File: src/rtl/ll_link_online_ctrl_if.sv
`default_nettype none
// ============================================================================
// Module   : ll_link_online_ctrl_if
// Brief    : Link status/online bundle between PHY-side status and the online
//            sequencer. The sequencer takes the slave modport.
// Revision : 1.0 - initial release
// ============================================================================
interface ll_link_online_ctrl_if #(
    parameter int NUM_CH = 2
);
    logic              link_enable;
    logic [NUM_CH-1:0] chan_xfer_en;
    logic              chan_align_done;
    logic              rx_fifo_empty;
    logic              tx_online;
    logic              rx_online;

    modport master (
        output link_enable,
        output chan_xfer_en,
        output chan_align_done,
        output rx_fifo_empty,
        input  tx_online,
        input  rx_online
    );

    modport slave (
        input  link_enable,
        input  chan_xfer_en,
        input  chan_align_done,
        input  rx_fifo_empty,
        output tx_online,
        output rx_online
    );
endinterface
`default_nettype wire

File: src/rtl/ll_link_online_ctrl.sv
`default_nettype none
// ============================================================================
// Module   : ll_link_online_ctrl
// Brief    : Logic-link bring-up/teardown sequencer driving tx/rx online.
// Revision : 1.0 - initial release
// ============================================================================
module ll_link_online_ctrl #(
    parameter int NUM_CH      = 2,
    parameter int HOLDOFF_CYC = 16
) (
    input  wire logic               clk_wr,
    input  wire logic               rst_wr,
    ll_link_online_ctrl_if.slave    link,
    input  wire logic [15:0]        settle_value,
    input  wire logic [15:0]        timeout_value,
    input  wire logic               err_clr,
    output logic      [2:0]         link_state,
    output logic                    align_timeout_err,
    output logic      [7:0]         retrain_count
);

    localparam logic [2:0] c_st_disabled   = 3'd0;
    localparam logic [2:0] c_st_wait_xfer  = 3'd1;
    localparam logic [2:0] c_st_wait_align = 3'd2;
    localparam logic [2:0] c_st_settle     = 3'd3;
    localparam logic [2:0] c_st_online     = 3'd4;
    localparam logic [2:0] c_st_drain      = 3'd5;
    localparam logic [2:0] c_st_holdoff    = 3'd6;

    localparam logic [15:0] c_holdoff_last = 16'(HOLDOFF_CYC - 1);

    logic [NUM_CH-1:0] w_xfer_en;
    logic              w_all_en;
    logic              w_go_offline;
    logic [2:0]        r_state;
    logic [2:0]        w_state_nxt;
    logic [15:0]       r_cnt;
    logic              w_timeout_hit;
    logic              w_retrain_inc;
    logic              w_cnt_run;
    logic              w_tx_nxt;
    logic              w_rx_nxt;
    logic              r_tx_online;
    logic              r_rx_online;

    assign w_xfer_en    = link.chan_xfer_en;
    assign w_all_en     = &w_xfer_en;
    assign w_go_offline = !link.link_enable || !w_all_en || !link.chan_align_done;

    // State register with registered online outputs
    always_ff @(posedge clk_wr) begin
        if (rst_wr) begin
            r_state     <= c_st_disabled;
            r_tx_online <= 1'b0;
            r_rx_online <= 1'b0;
        end else begin
            r_state     <= w_state_nxt;
            r_tx_online <= w_tx_nxt;
            r_rx_online <= w_rx_nxt;
        end
    end

    // Next-state logic
    always_comb begin
        w_state_nxt   = r_state;
        w_timeout_hit = 1'b0;
        w_retrain_inc = 1'b0;
        case (r_state)
            c_st_disabled: begin
                if (link.link_enable) w_state_nxt = c_st_wait_xfer;
            end
            c_st_wait_xfer: begin
                if (!link.link_enable) w_state_nxt = c_st_disabled;
                else if (w_all_en)     w_state_nxt = c_st_wait_align;
            end
            c_st_wait_align: begin
                if (!link.link_enable || !w_all_en) begin
                    w_state_nxt = c_st_wait_xfer;
                end else if (link.chan_align_done) begin
                    w_state_nxt = c_st_settle;
                end else if ((timeout_value != 16'd0) &&
                             (r_cnt == 16'(timeout_value - 16'd1))) begin
                    w_state_nxt   = c_st_holdoff;
                    w_timeout_hit = 1'b1;
                end
            end
            c_st_settle: begin
                if (w_go_offline)               w_state_nxt = c_st_wait_xfer;
                else if (r_cnt >= settle_value) w_state_nxt = c_st_online;
            end
            c_st_online: begin
                if (w_go_offline) begin
                    w_state_nxt = c_st_drain;
                    // A pure software disable is not a link fault
                    w_retrain_inc = !w_all_en || !link.chan_align_done;
                end
            end
            c_st_drain: begin
                if (link.rx_fifo_empty) w_state_nxt = c_st_holdoff;
            end
            c_st_holdoff: begin
                if (r_cnt == c_holdoff_last) begin
                    w_state_nxt = link.link_enable ? c_st_wait_xfer : c_st_disabled;
                end
            end
            default: w_state_nxt = c_st_disabled;
        endcase
    end

    // Output logic, decoded from the state about to be registered
    always_comb begin
        w_tx_nxt = (w_state_nxt == c_st_online);
        w_rx_nxt = (w_state_nxt == c_st_online) || (w_state_nxt == c_st_drain);
    end

    assign w_cnt_run = (w_state_nxt == r_state) &&
                       ((r_state == c_st_wait_align) || (r_state == c_st_settle) ||
                        (r_state == c_st_holdoff));

    // Counter clears on any state change and saturates rather than wrapping
    always_ff @(posedge clk_wr) begin
        if (rst_wr) begin
            r_cnt <= 16'd0;
        end else if (w_state_nxt != r_state) begin
            r_cnt <= 16'd0;
        end else if (w_cnt_run && (r_cnt != 16'hFFFF)) begin
            r_cnt <= r_cnt + 16'd1;
        end
    end

    // Sticky error (set beats clear) and saturating retrain counter
    always_ff @(posedge clk_wr) begin
        if (rst_wr) begin
            align_timeout_err <= 1'b0;
            retrain_count     <= 8'd0;
        end else begin
            if (w_timeout_hit)  align_timeout_err <= 1'b1;
            else if (err_clr)   align_timeout_err <= 1'b0;
            if (w_retrain_inc && (retrain_count != 8'hFF)) begin
                retrain_count <= retrain_count + 8'd1;
            end
        end
    end

    assign link_state     = r_state;
    assign link.tx_online = r_tx_online;
    assign link.rx_online = r_rx_online;

endmodule
`default_nettype wire

File: src/flat_wrapper.sv
// flat-port wrapper written by rule: the top's interface ports become plain ports
module ll_link_online_ctrl_flat 
#(
    parameter int NUM_CH      = 2,
    parameter int HOLDOFF_CYC = 16
)
  (clk_wr, rst_wr, settle_value, timeout_value, err_clr, link_state, align_timeout_err, retrain_count, link_link_enable, link_chan_xfer_en, link_chan_align_done, link_rx_fifo_empty, link_tx_online, link_rx_online);
  ll_link_online_ctrl_if #(.NUM_CH(NUM_CH)) link_i ();
  input  wire logic clk_wr;
  input  wire logic rst_wr;
  input  wire logic [15:0] settle_value;
  input  wire logic [15:0] timeout_value;
  input  wire logic err_clr;
  output logic      [2:0] link_state;
  output logic align_timeout_err;
  output logic      [7:0] retrain_count;
  input wire logic [$bits(link_i.link_enable)-1:0] link_link_enable;
  input wire logic [$bits(link_i.chan_xfer_en)-1:0] link_chan_xfer_en;
  input wire logic [$bits(link_i.chan_align_done)-1:0] link_chan_align_done;
  input wire logic [$bits(link_i.rx_fifo_empty)-1:0] link_rx_fifo_empty;
  output wire logic [$bits(link_i.tx_online)-1:0] link_tx_online;
  output wire logic [$bits(link_i.rx_online)-1:0] link_rx_online;
  assign link_i.link_enable = link_link_enable;
  assign link_i.chan_xfer_en = link_chan_xfer_en;
  assign link_i.chan_align_done = link_chan_align_done;
  assign link_i.rx_fifo_empty = link_rx_fifo_empty;
  assign link_tx_online = link_i.tx_online;
  assign link_rx_online = link_i.rx_online;
  ll_link_online_ctrl #(.NUM_CH(NUM_CH), .HOLDOFF_CYC(HOLDOFF_CYC)) u_core (.clk_wr(clk_wr), .rst_wr(rst_wr), .link(link_i), .settle_value(settle_value), .timeout_value(timeout_value), .err_clr(err_clr), .link_state(link_state), .align_timeout_err(align_timeout_err), .retrain_count(retrain_count));
endmodule
File: config.mk
export PLATFORM = sky130hd
export DESIGN_NAME = ll_link_online_ctrl_flat
export DESIGN_NICKNAME = d
export VERILOG_FILES = /design/src/rtl/ll_link_online_ctrl_if.sv /design/src/rtl/ll_link_online_ctrl.sv /design/src/flat_wrapper.sv
export SDC_FILE = /design/constraint.sdc
export NUM_CORES = 1
export LEC_CHECK = 0
export ABC_AREA = 1
export CAP_MARGIN = 20
export CORE_UTILIZATION = 26
export DETAILED_ROUTE_END_ITERATION = 8
export GPL_TIMING_DRIVEN = 1
export HOLD_SLACK_MARGIN = 0.08
export PLACE_DENSITY = 0.46
export SYNTH_ARGS = -nofsm -noshare
export SYNTH_HDL_FRONTEND = slang
export SYNTH_SLANG_ARGS = --single-unit
File: constraint.sdc
create_clock -name clk_wr -period 2.1 [get_ports clk_wr]
set_clock_uncertainty 0.05 [all_clocks]
set_input_delay 0.21 -clock clk_wr [delete_from_list [all_inputs] [get_ports clk_wr]]
set_output_delay 0.21 -clock clk_wr [all_outputs]
set_load 0.01 [all_outputs]
* Word-level counts from Yosys, hierarchy flattened
Index checks and enable logic that the tools add are counted.
** Storage, ports and cells
- Output and inout bits :: 14
- Flip-flop bits (word level) :: 30
** Operators by class
- Multiplexer cells :: 21
- Equal/unequal tests :: 14
- Reduce and logical (&&, ||, !) cells :: 18
- Magnitude comparators :: 1
- Add/subtract/negate cells :: 3
** Operator list (count)
- 3-bit 2-to-1 mux :: 11
- 3-bit one-hot mux with 7 select lines :: 1
- 16-bit by 1-bit adder with 16-bit output, second input constant :: 1
- 16-bit equality test :: 1
- 16-bit by 4-bit equality test with 1-bit output, second input constant :: 1
- 16-bit greater-or-equal comparator :: 1
- 16-bit inequality test, second input constant :: 1
- 16-bit nonzero test :: 1
- 16-bit by 1-bit subtractor with 16-bit output, second input constant :: 1
- 3-bit equality test, second input constant :: 5
- 1-bit 2-to-1 mux :: 9
- 8-bit by 1-bit adder with 8-bit output, second input constant :: 1
- 8-bit inequality test, second input constant :: 1
- 3-bit by 2-bit equality test with 1-bit output, second input constant :: 2
- 1-bit logical OR :: 6
- 1-bit logical AND :: 4
- 3-bit by 1-bit equality test with 1-bit output, second input constant :: 1
- 3-bit equality test :: 1
- 1-bit logical NOT :: 3
- 3-bit logical NOT :: 1
- 3-bit inequality test :: 1
- 2-bit AND reduction :: 1
- 2-bit nonzero test :: 1
- 2-bit OR reduction :: 1

* Logic depth before layout (Yosys ltp)
- Word-level depth :: 10
- Mapped depth :: 22

* Least setup slack after synthesis
OpenSTA, ideal clock, no wires.
- Kind :: reg-to-reg
- From :: register u_core.r_cnt[13]
- To :: register u_core.r_cnt[3]
- Clock period less this slack :: 2.132 ns
- Stages on the path, launching flop included :: 16
- Path slack :: -0.032 ns
- Arrival time :: 2.013 ns
- Buffers on the path :: 1
- Path through :: dfxtp_1 ha_1 nand2_1 inv_1 o21ai_0 nand2_1 nor2_1 nand3_1 a21oi_1 nand2_1 nand2_2 nand2_4 nor2_8 nand2_4 buf_6 a21oi_1
** Between the ends
- Word-level cells in the longest chain between the ends :: 9
** Ends and longest elaborated chain
- start: declaration :: RTL line ll_link_online_ctrl.sv:37 : logic [15:0] r_cnt;
- start signal: assignment :: RTL line ll_link_online_ctrl.sv:127 : r_cnt <= r_cnt + 16'd1;
- branches (longest 9 deep; another with 16-bit greater-or-equal comparator)
Parallel ways; which one is timed is not known.
A chain may end at the register's enable or synchronous reset.

* Worst setup path after layout
- From :: register u_core.r_cnt[7]
- To :: register u_core.r_cnt[15]
Same word-level chain as after synthesis.

==> summary.md <==
| Metric | Value |
|---|---|
| Run status | finished, violations left |
| Failing checks | setup timing |
| Worst Hold Slack | 421 ps |
| # rows | 38 |
| Share of post-route cells with drive strength above 1 | 36.8% |
| Ant diodes | 0 |
| Top post-synthesis cells by area | dfxtp_1 20%, nand2_1 16%, inv_1 9.0%, ha_1 8.4%, nor2_1 7.5% |
| Nets@finish | 707 |
| RSZ-0062 raised after global routing | yes |
| Clock Latency Late Sink | 270 ps |
| FF+latch count, synth | 30 |
| EDFF count, synth | 0 |
| H-tree Lvls | 2 |
| HPWL Detailed | 7520 um |
| Asr flop ratio synth | 0% |
| Worst-path cell chain | ha_4 > a21o_1 > nor2_2 > nand2_1 > nand2_2 > nand3_4 > nand2_2 > nand2_2 > nand2_2 > nand3_2 > nand2_2 > nand2_4 > nor2_8 > buf_12 > buf_12 > nand4_1 > a21oi_2 |
| DRC errors left | 0 |
| Vias | 3598 |
| Reg clk slew, reported paths | 50 ps |
| Period utilisation layout | 110% |
| Area Overhead vs Synth | 68.6% |
| Hold WC Path Type | reg -> reg |
| Final setup viols | 16 |
| Warnings, synthesis | 0 |
| First DRT Iteration DRCs | 173 |
| Pre-CTS setup slack | -714 ps |
| Hold Vio Cnt, Final | 0 |
| Commonest cells post-synth | 126 x nand2_1, 72 x inv_1, 60 x nor2_1 |
| Top cell type's share of synthesized area | 20.1% |
| Synth Instances | 492 |
| Routed vias/inst | 4.57 |
| Cell taking the most area after synthesis | dfxtp_1 |
| Max FO, Critical Path | 5 |
| Worst-path cell with the longest stage delay | dfxtp_4 |
| Syn Area/Cell | 6.08 um2 |
| # port buffers | 53 |
| Most common cell in the netlist | nand2_1 |
| Ys flop type | dfxtp_1 |
| Most common cell type on the critical path | nand2_2 |
| Global Route Usage Sum | 17.1% |
| Leakage Power | 2.32 nW |
| Critical path capture point type | flip-flop |
| Worst Path Arrival | 2470 ps |
| Register area share after synthesis | 20.1% |
| Area after DPL | 4300 um2 |
| Antenna Violating Nets Remaining | 0 |
| Synthesized Nets | 552 |
| Die Width | 109 um |
| MaxCap Viol Count | 0 |
| Distinct cells, synth | 37 |
| Clock buffer depth | 2 |
| Largest net degree at the start of global routing | 15 |
| Maximum vdd drop | 0.000285 V |
| Root Buffer | clkbuf_16 |
| Final Max Tran Viols | 0 |
| Die H | 109 um |
| Initial core utilization | 27.1% |
| Worst path max stage delay | 360 ps |
| Slew margin rel. | 72.2% |
| Post-Syn Area | 2990 um2 |
| CTS tree | done |
| Buffers & Inverters on Critical Path | 2 |
| # hold bufs at CTS | 0 |
| Critical path launch point type | flip-flop |
| Peak Freq | 433 MHz |
| Sink Count | 30 |
| First-pass GRT wire length | 16000 um |
| CP top delay family | simple AND/OR/NAND/NOR gates |
| Core area | 11000 um2 |
| Slew @ Worst Pin | 414 ps |
| Die area | 11900 um2 |
| Post-route cell area | 5040 um2 |
| # IOs | 54 |
| Filler instances | 1147 |
| Number of global-route vias before repair | 3511 |
| Critical path class | reg -> reg |
| Per-cell routed wire length | 12.6 um |
| GP Congestion | 0.843 |
| Required time of the critical path | 2260 ps |
| Wirelength, routed | 9900 um |
| Overflow after GRT | 0 |
| Num CTS Buffers | 5 |
| Pre-Repair DR Iteration Count | 4 |
| Min cycle time layout | 2310 ps |
| Fin worst setup slack | -212 ps |
| Pwr Density | 327 nW/um2 |
| Initial antenna violation count | 0 |
==> cell families after synthesis <==
group           Yosys count  synth area share, %
compound gates           47                 8.37
xor+xnor                 27                 7.91
fa+ha+maj                20                 8.37
buf+inv                  91                 12.5
flops                    30                 20.1
simple gates            277                 42.8
==> layout make-up <==
| cell class | count | area (um2) | share of cell area, % |
|---|---|---|---|
| clock buffer | 5 | 125 | 2.48 |
| multi-input combinational | 372 | 2430 | 48.2 |
| timing repair buffer | 155 | 1370 | 27.1 |
| tap | 140 | 175 | 3.47 |
| sequential | 30 | 617 | 12.2 |
| clock inverter | 2 | 10.0 | 0.199 |
| inverter | 83 | 317 | 6.28 |
==> registers in the layout, indices dropped and copies added (netlist names) <==
name and cells:
u_core.align_timeout_err 1, u_core.retrain_count 8, u_core.link.tx_online 1, u_core.r_cnt 16
u_core.link_state 3, u_core.link.rx_online 1
==> what timing repair did <==
item | in CTS | in global routing
gates cloned | 2 | 0
buffers inserted | 12 | 4
pin swaps | 45 | 32
endpoints found under the hold margin | 0 | 0
gates resized for setup | 74 | 60
setup endpoints to repair | 19 | 22
==> metal layers <==
metal	part of all wire, %	global-route usage (%)	up-vias
met4	2.1	5.14	0
met3	5.2	2.21	12
li1	-	-	1872
met1	46	22.6	1635
met5	0	0	-
met2	46	28.6	79
==> path summary, 6_finish.rpt <==
| check | startpoint | end | slack (ps) | cells after the start |
|---|---|---|---|---|
| worst max-delay path | u_core.r_cnt[7]$_SDFFE_PP0P_ | u_core.r_cnt[15]$_SDFFE_PP0P_ | -210 | 17 |
| worst min-delay path | u_core.align_timeout_err$_SDFFE_PP0P_ | u_core.align_timeout_err$_SDFFE_PP0P_ | 420 | 2 |
| worst max register to register | u_core.r_cnt[7]$_SDFFE_PP0P_ | u_core.r_cnt[15]$_SDFFE_PP0P_ | -210 | 17 |
| worst min register to register | u_core.align_timeout_err$_SDFFE_PP0P_ | u_core.align_timeout_err$_SDFFE_PP0P_ | 420 | 2 |
==> worst register-to-register path, cell delays in order, from the launching register on <==
cell     delay [ps]
dfxtp_4         360
ha_4            220
a21o_1          180
nor2_2          150
nand2_1          90
nand2_2          90
nand3_4          90
nand2_2          60
nand2_2          40
nand2_2          60
nand3_2          90
nand2_2          90
nand2_4          60
nor2_8          150
buf_12          130
buf_12          100
nand4_1          90
a21oi_2         140
==> cells in the final DEF, fill, tap and decap left out, drive strengths merged, types with 20 or more instances in the layout <==
| master | n |
|---|---|
| a21oi | 31 |
| dfxtp | 30 |
| ha | 20 |
| clkdlybuf4s50 | 27 |
| nand2 | 135 |
| inv | 80 |
| nor2 | 71 |
| xor2 | 25 |
| buf | 102 |
| nand3 | 29 |
==> per-stage QoR <==
stage          TNS (ps)  total power [mW]  std cells  utilization [%]
2_1_floorplan         0             0.730        492                -
5_1_grt           -5290              1.73        787             45.7
6_report          -2860              1.65        787             45.7
4_1_cts           -3140              1.64        784             43.6
3_5_place_dp     -12320             0.884        763             39.0
3_3_place_gp     -12060             0.882        763             39.0
==> where the power goes <==
| group | internal (mW) | total [mW] | switching, mW |
|---|---|---|---|
| combinational | 0.204 | 0.396 | 0.192 |
| clock | 0.427 | 0.679 | 0.252 |
| sequential | 0.570 | 0.572 | 0.00195 |
Note: power is estimated with default switching activity, not from simulation.
